<file path="config.mk">
export PLATFORM = sky130hd
export DESIGN_NAME = life_board_loader
export DESIGN_NICKNAME = d
export VERILOG_FILES = /design/src/rtl/life_pkg.sv /design/src/rtl/life_row_shadow.sv /design/src/rtl/life_board_loader.sv
export SDC_FILE = /design/constraint.sdc
export NUM_CORES = 1
export LEC_CHECK = 0
export CAP_MARGIN = 20
export CORE_AREA = 2 2 220 222
export DETAILED_ROUTE_END_ITERATION = 10
export DIE_AREA = 0 0 222 224
export SYNTH_ARGS = -nofsm -noshare
export SYNTH_HDL_FRONTEND = slang
export SYNTH_SLANG_ARGS = --single-unit
</file>
<file path="constraint.sdc">
create_clock -name clk -period 4 [get_ports clk]
set_input_delay 0.8 -clock clk [delete_from_list [all_inputs] [get_ports clk]]
set_output_delay 0.8 -clock clk [all_outputs]
set_load 0.02 [all_outputs]
</file>
<file path="src/rtl/life_pkg.sv">
// Shared definitions for the Life board loader.
// Holds the default board geometry, the flat board width and the
// loader state enumeration used by the top level.
package life_pkg;

  localparam int LIFE_ROWS = 16;
  localparam int LIFE_COLS = 16;
  localparam int BOARD_W   = LIFE_ROWS * LIFE_COLS;

  // Loader control states
  typedef enum logic [2:0] {
    ST_RUN    = 3'd0,
    ST_FREEZE = 3'd1,
    ST_STEP   = 3'd2,
    ST_FILL   = 3'd3,
    ST_COMMIT = 3'd4
  } state_t;

endpackage

</file>
<file path="src/rtl/life_row_shadow.sv">
// Shadow register file that assembles an incoming board image row by row.
// Ports:
//   clk    - rising-edge clock
//   rst_n  - synchronous active-low reset, clears the whole image
//   we     - write enable for one row
//   idx    - row index written when we=1
//   row    - row bits (bit j is column j)
//   shadow - flat image, row r at [COLS*r +: COLS]
module life_row_shadow
  import life_pkg::*;
#(
  parameter int ROWS = LIFE_ROWS,
  parameter int COLS = LIFE_COLS
) (
  input  logic                    clk,
  input  logic                    rst_n,
  input  logic                    we,
  input  logic [$clog2(ROWS)-1:0] idx,
  input  logic [COLS-1:0]         row,
  output logic [ROWS*COLS-1:0]    shadow
);

  logic [ROWS*COLS-1:0] shadow_r;

  // Row write port; rows not addressed keep their contents
  always_ff @(posedge clk) begin
    if (!rst_n) begin
      shadow_r <= '0;
    end else if (we) begin
      shadow_r[COLS*int'(idx) +: COLS] <= row;
    end else begin
      shadow_r <= shadow_r;
    end
  end

  assign shadow = shadow_r;

endmodule

</file>
<file path="src/rtl/life_board_loader.sv">
// Control and pattern-load stage in front of the toroidal Life board.
// Collects a new image over a row stream into a shadow buffer, commits it
// to the board in one cycle, and runs, freezes or single-steps evolution.
// Ports:
//   clk, rst_n             - clock, synchronous active-low reset
//   row_valid/row_data/row_first/row_ready - image row stream
//   run, step              - evolve level and single-step pulse
//   board_q                - board state fed back from the board
//   load, data             - board load control and load data
//   gen_count              - generations advanced since last commit/reset
//   seq_err                - sticky stream protocol violation flag
module life_board_loader
  import life_pkg::*;
#(
  parameter int ROWS  = LIFE_ROWS,
  parameter int COLS  = LIFE_COLS,
  parameter int GEN_W = 32
) (
  input  logic                 clk,
  input  logic                 rst_n,
  input  logic                 row_valid,
  input  logic [COLS-1:0]      row_data,
  input  logic                 row_first,
  output logic                 row_ready,
  input  logic                 run,
  input  logic                 step,
  input  logic [ROWS*COLS-1:0] board_q,
  output logic                 load,
  output logic [ROWS*COLS-1:0] data,
  output logic [GEN_W-1:0]     gen_count,
  output logic                 seq_err
);

  localparam int              IDX_W    = $clog2(ROWS);
  localparam logic [IDX_W-1:0] LAST_IDX = IDX_W'(ROWS - 1);

  state_t                 state_r;
  state_t                 state_s;
  logic [IDX_W-1:0]       idx_r;
  logic [IDX_W-1:0]       idx_s;
  logic [GEN_W-1:0]       gen_r;
  logic                   seq_err_r;
  logic                   seq_set_s;
  logic                   shadow_we_s;
  logic [IDX_W-1:0]       shadow_idx_s;
  logic [ROWS*COLS-1:0]   shadow_s;
  logic                   load_s;
  logic                   ready_s;
  logic                   accept_s;

  life_row_shadow #(
    .ROWS (ROWS),
    .COLS (COLS)
  ) u_shadow (
    .clk    (clk),
    .rst_n  (rst_n),
    .we     (shadow_we_s),
    .idx    (shadow_idx_s),
    .row    (row_data),
    .shadow (shadow_s)
  );

  // Moore decode of board load and stream ready from the state register
  always_comb begin
    load_s  = 1'b1;
    ready_s = 1'b1;
    case (state_r)
      ST_RUN:    begin load_s = 1'b0; ready_s = 1'b1; end
      ST_FREEZE: begin load_s = 1'b1; ready_s = 1'b1; end
      ST_STEP:   begin load_s = 1'b0; ready_s = 1'b0; end
      ST_FILL:   begin load_s = 1'b1; ready_s = 1'b1; end
      ST_COMMIT: begin load_s = 1'b1; ready_s = 1'b0; end
      default:   begin load_s = 1'b1; ready_s = 1'b0; end
    endcase
  end

  assign accept_s = row_valid & ready_s;

  // Next-state, row index and shadow write control
  always_comb begin
    state_s      = state_r;
    idx_s        = idx_r;
    shadow_we_s  = 1'b0;
    shadow_idx_s = idx_r;
    seq_set_s    = 1'b0;
    case (state_r)
      ST_RUN, ST_FREEZE: begin
        if (accept_s && row_first) begin
          // A new image start wins over run/step
          state_s      = ST_FILL;
          shadow_we_s  = 1'b1;
          shadow_idx_s = '0;
          idx_s        = IDX_W'(1);
        end else begin
          // A beat without row_first here is dropped and flagged
          seq_set_s = accept_s;
          if (state_r == ST_RUN) begin
            state_s = run ? ST_RUN : ST_FREEZE;
          end else if (run) begin
            state_s = ST_RUN;
          end else if (step) begin
            state_s = ST_STEP;
          end else begin
            state_s = ST_FREEZE;
          end
        end
      end
      ST_STEP: begin
        state_s = run ? ST_RUN : ST_FREEZE;
      end
      ST_FILL: begin
        if (accept_s) begin
          shadow_we_s = 1'b1;
          if (row_first) begin
            // Restart the image from row 0
            shadow_idx_s = '0;
            idx_s        = IDX_W'(1);
            seq_set_s    = 1'b1;
            state_s      = ST_FILL;
          end else begin
            shadow_idx_s = idx_r;
            idx_s        = idx_r + IDX_W'(1);
            state_s      = (idx_r == LAST_IDX) ? ST_COMMIT : ST_FILL;
          end
        end else begin
          state_s = ST_FILL;
        end
      end
      ST_COMMIT: begin
        idx_s   = '0;
        state_s = run ? ST_RUN : ST_FREEZE;
      end
      default: begin
        state_s = ST_FREEZE;
        idx_s   = '0;
      end
    endcase
  end

  // State and row index registers
  always_ff @(posedge clk) begin
    if (!rst_n) begin
      state_r <= ST_FREEZE;
      idx_r   <= '0;
    end else begin
      state_r <= state_s;
      idx_r   <= idx_s;
    end
  end

  // Generation counter: cleared by a commit, counts every cycle the board evolves
  always_ff @(posedge clk) begin
    if (!rst_n) begin
      gen_r <= '0;
    end else if (state_r == ST_COMMIT) begin
      gen_r <= '0;
    end else if (!load_s) begin
      gen_r <= gen_r + GEN_W'(1);
    end else begin
      gen_r <= gen_r;
    end
  end

  // Sticky protocol error flag
  always_ff @(posedge clk) begin
    if (!rst_n) begin
      seq_err_r <= 1'b0;
    end else if (seq_set_s) begin
      seq_err_r <= 1'b1;
    end else begin
      seq_err_r <= seq_err_r;
    end
  end

  // Combinational data mux so frozen feedback has no lag
  assign data      = (state_r == ST_COMMIT) ? shadow_s : board_q;
  assign load      = load_s;
  assign row_ready = ready_s;
  assign gen_count = gen_r;
  assign seq_err   = seq_err_r;

endmodule
</file>
==> results.txt <==
status = completed
# fillers = 4505
Vias = 14400
hold wc startpoint = u_shadow.shadow[157]$_SDFFE_PN0P_
core area = 47300 sq um
GR Util met1 = 0.303
root buffer cell = clkbuf_16
Clock Latency Late Sink = 0.52 ns
Slew @ Worst Pin = 0.937 ns
main combinational cell family by area after synthesis = multiplexers
post-synthesis mux area share = 0.230
commonest non-fill, non-tap cell in the layout = clkdlybuf4s50_1
hpwl dp = 44100 um
crit path cell chain = nor3b_2, buf_12, mux2_2, clkdlybuf4s50_1
GR peak layer = met2
die height = 224 um
average wire per standard cell = 20.9 um
row cnt = 80
Routed WL = 59600 um
hold_buf cts = 0
Top-Level Pins = 569
crit end category = output port
required time of the critical path = 3.20 ns
Pwr Density = 337 nW/um^2
period utilization = 0.951
register clock-pin slew on the reported worst setup and hold paths = 0.06 ns
met2 usage = 0.388
number of global-route vias before repair = 14100
ANT nets after route = 0
clk sinks = 296
Yosys warning count = 0
sequential-to-total area share from yosys stat = 0.400
Post-Synth Simple-Gate Area = 0.206
Adder-Cell Fraction of Synth Area = 0.00338
syn_area_per_cell = 8.62 sq um
syn_nets = 2001
setup TNS = 0 ns
CTS tree = done
pin count of the biggest net entering global routing = 111
H-tree Lvls = 2
Port-buffer cells = 568
global-route track usage on met3 = 0.0354
#FFs+latches synth = 296
fin nets = 2499
Final Cell Area = 22500 sq um
Final setup viols = 0
FF+latch area = 5930 sq um
max incr delay on CP = 0.56 ns
worst vdd ir = 0.190 mV
CP Data Arrival Time = 3.00 ns
fraction of layout cells with a size suffix above 1 = 0.181
max_slew headroom = 0.375
Mapped Area = 14800 sq um
worst path bufs/invs = 2
DRC = 0
Worst R2R Start = state_r[0]$_SDFF_PN1_
CTS Buffer Depth = 3
commonest non-fill, non-tap cells in the layout = 567 x clkdlybuf4s50_1, 296 x dfxtp_1, 286 x nand2_1
FFs w/ async S/R, synth = 0
RSZ-0062 raised after global routing = false
all-layer global routing usage = 0.229
DR iter-0 viols = 931
initial antenna violation count = 1
DR pass1 iterations = 7
die area = 49700 sq um
crit path kind = register to output port
via/cell ratio = 5.03
Pleak = 7.83 nW
Final Wtd Congestion = 0.884
HP Class = register to register
placed standard-cell area = 21300 sq um
Multi-input gate area = 8300 sq um
xor/xnor share of the synthesized area = 0.0194
Num CTS Buffers = 34
max_cap viols = 0
Post-CTS Setup Bufs = 0
Initial Utilization = 0.313
Slew Limit Fails = 0
crit path time final = 3.80 ns
area delta synth->final = 52.0%
post-synthesis compound-gate area fraction = 0.0947
Critical Path Fanout Max = 102
CP delay by family, top = buffers and inverters
Final Skew = 0.0210 ns
Slowest cell on crit path = clkdlybuf4s50_1
overall die width = 222 um
Setup crit start kind = register
EDFF count, synth = 0
Yosys cell types = 46
post-CTS resize count = 0
main flop type after synthesis = dfxtp_1
Mapped Cells = 1719
Critical Path Start = state_r[0]$_SDFF_PN1_
Hold Fails Final Rpt = 0
fmax = 0.263 GHz
global route overflow = 0
first-pass GRT wire length = 87100 um
[registers in the layout (all words and copies together), names as in the netlist]
signal,count
state_r,3
idx_r,4
u_shadow.shadow,256
seq_err,1
gen_count,32
[cells in the mapped netlist, drive strengths merged, types with 4 or more instances]
cell type	count	area [sq um]
nor4	18	113
dfxtp	296	5930
xnor2	17	156
mux2	257	2890
or4	6	45.0
nand4	13	87.6
a21oi	7	35.0
nor3b	4	30.0
buf	20	83.8
and4	5	43.8
inv	8	30.0
and2	17	106
nor2b	6	37.5
nand3	223	1120
mux2i	51	510
o21ai	150	751
nand2b	6	37.5
nor3	14	70.1
nor2	48	180
ha	4	50.1
clkbuf	153	574
o31ai	69	518
nand2	286	1070
xor2	15	131
[routing by layer]
metal | routed length (um) | vias to the layer above
li1 | - | 7033
met5 | 0 | -
met2 | 28300 | 515
met3 | 3130 | 67
met1 | 26700 | 6748
met4 | 1360 | 0
[metrics by stage]
| stage | instances | setup slack (ns) | util | power [mW] | hold slack, ns |
|---|---|---|---|---|---|
| after global placement | 2795 | 0.190 | 0.450 | 4.25 | 0.444 |
| after floorplan | 1719 | 0.272 | - | 3.54 | 0.431 |
| after detailed placement | 2795 | 0.0963 | 0.450 | 4.25 | 0.449 |
| after CTS | 2853 | 0.189 | 0.475 | 7.67 | 0.462 |
| after global routing | 2855 | 0.0676 | 0.476 | 7.85 | 0.482 |
| final | 2856 | 0.196 | 0.476 | 7.59 | 0.461 |
[cell families (layout without fill, tap and decap cells)]
logic type      after synthesis  in the layout
mux                         308            308
simple gates                660            660
compound gates              238            238
buf+inv                     181            701
xor+xnor                     32             32
fa+ha+maj                     4              4
other cells                   0              2
flops                       296            296
[layout make-up]
class,instances,share of cell area
Antenna cell,2,0.000222
Clock buffer,47,0.0449
Sequential cell,296,0.263
Clock inverter,11,0.00945
Timing Repair Buffer,635,0.278
Inverter,8,0.00133
Multi-Input combinational cell,1242,0.369
Tap cell,615,0.0342
[worst register-to-register path: cells and delay by family, from the launching register on]
family	cells	cell delay [ns]
simple gates	7	1.46
flops	1	0.60
buf+inv	2	0.51
fa+ha+maj	1	0.32
mux	1	0.24
[worst paths after layout]
kind	cells past startpoint	to	slack [ns]
worst max-delay path	4	data[198]	0.20
worst min-delay path	2	u_shadow.shadow[157]$_SDFFE_PN0P_	0.46
worst max register to register	11	u_shadow.shadow[58]$_SDFFE_PN0P_	0.80
worst min register to register	2	u_shadow.shadow[157]$_SDFFE_PN0P_	0.46
[power by group]
| part | total [mW] | switching (mW) | internal, mW |
|---|---|---|---|
| clock network | 3.41 | 1.26 | 2.15 |
| logic | 1.20 | 0.569 | 0.628 |
| registers | 2.99 | 0.0245 | 2.96 |
| total | 7.59 | 1.85 | 5.74 |
(Power assumes the default switching activity.)
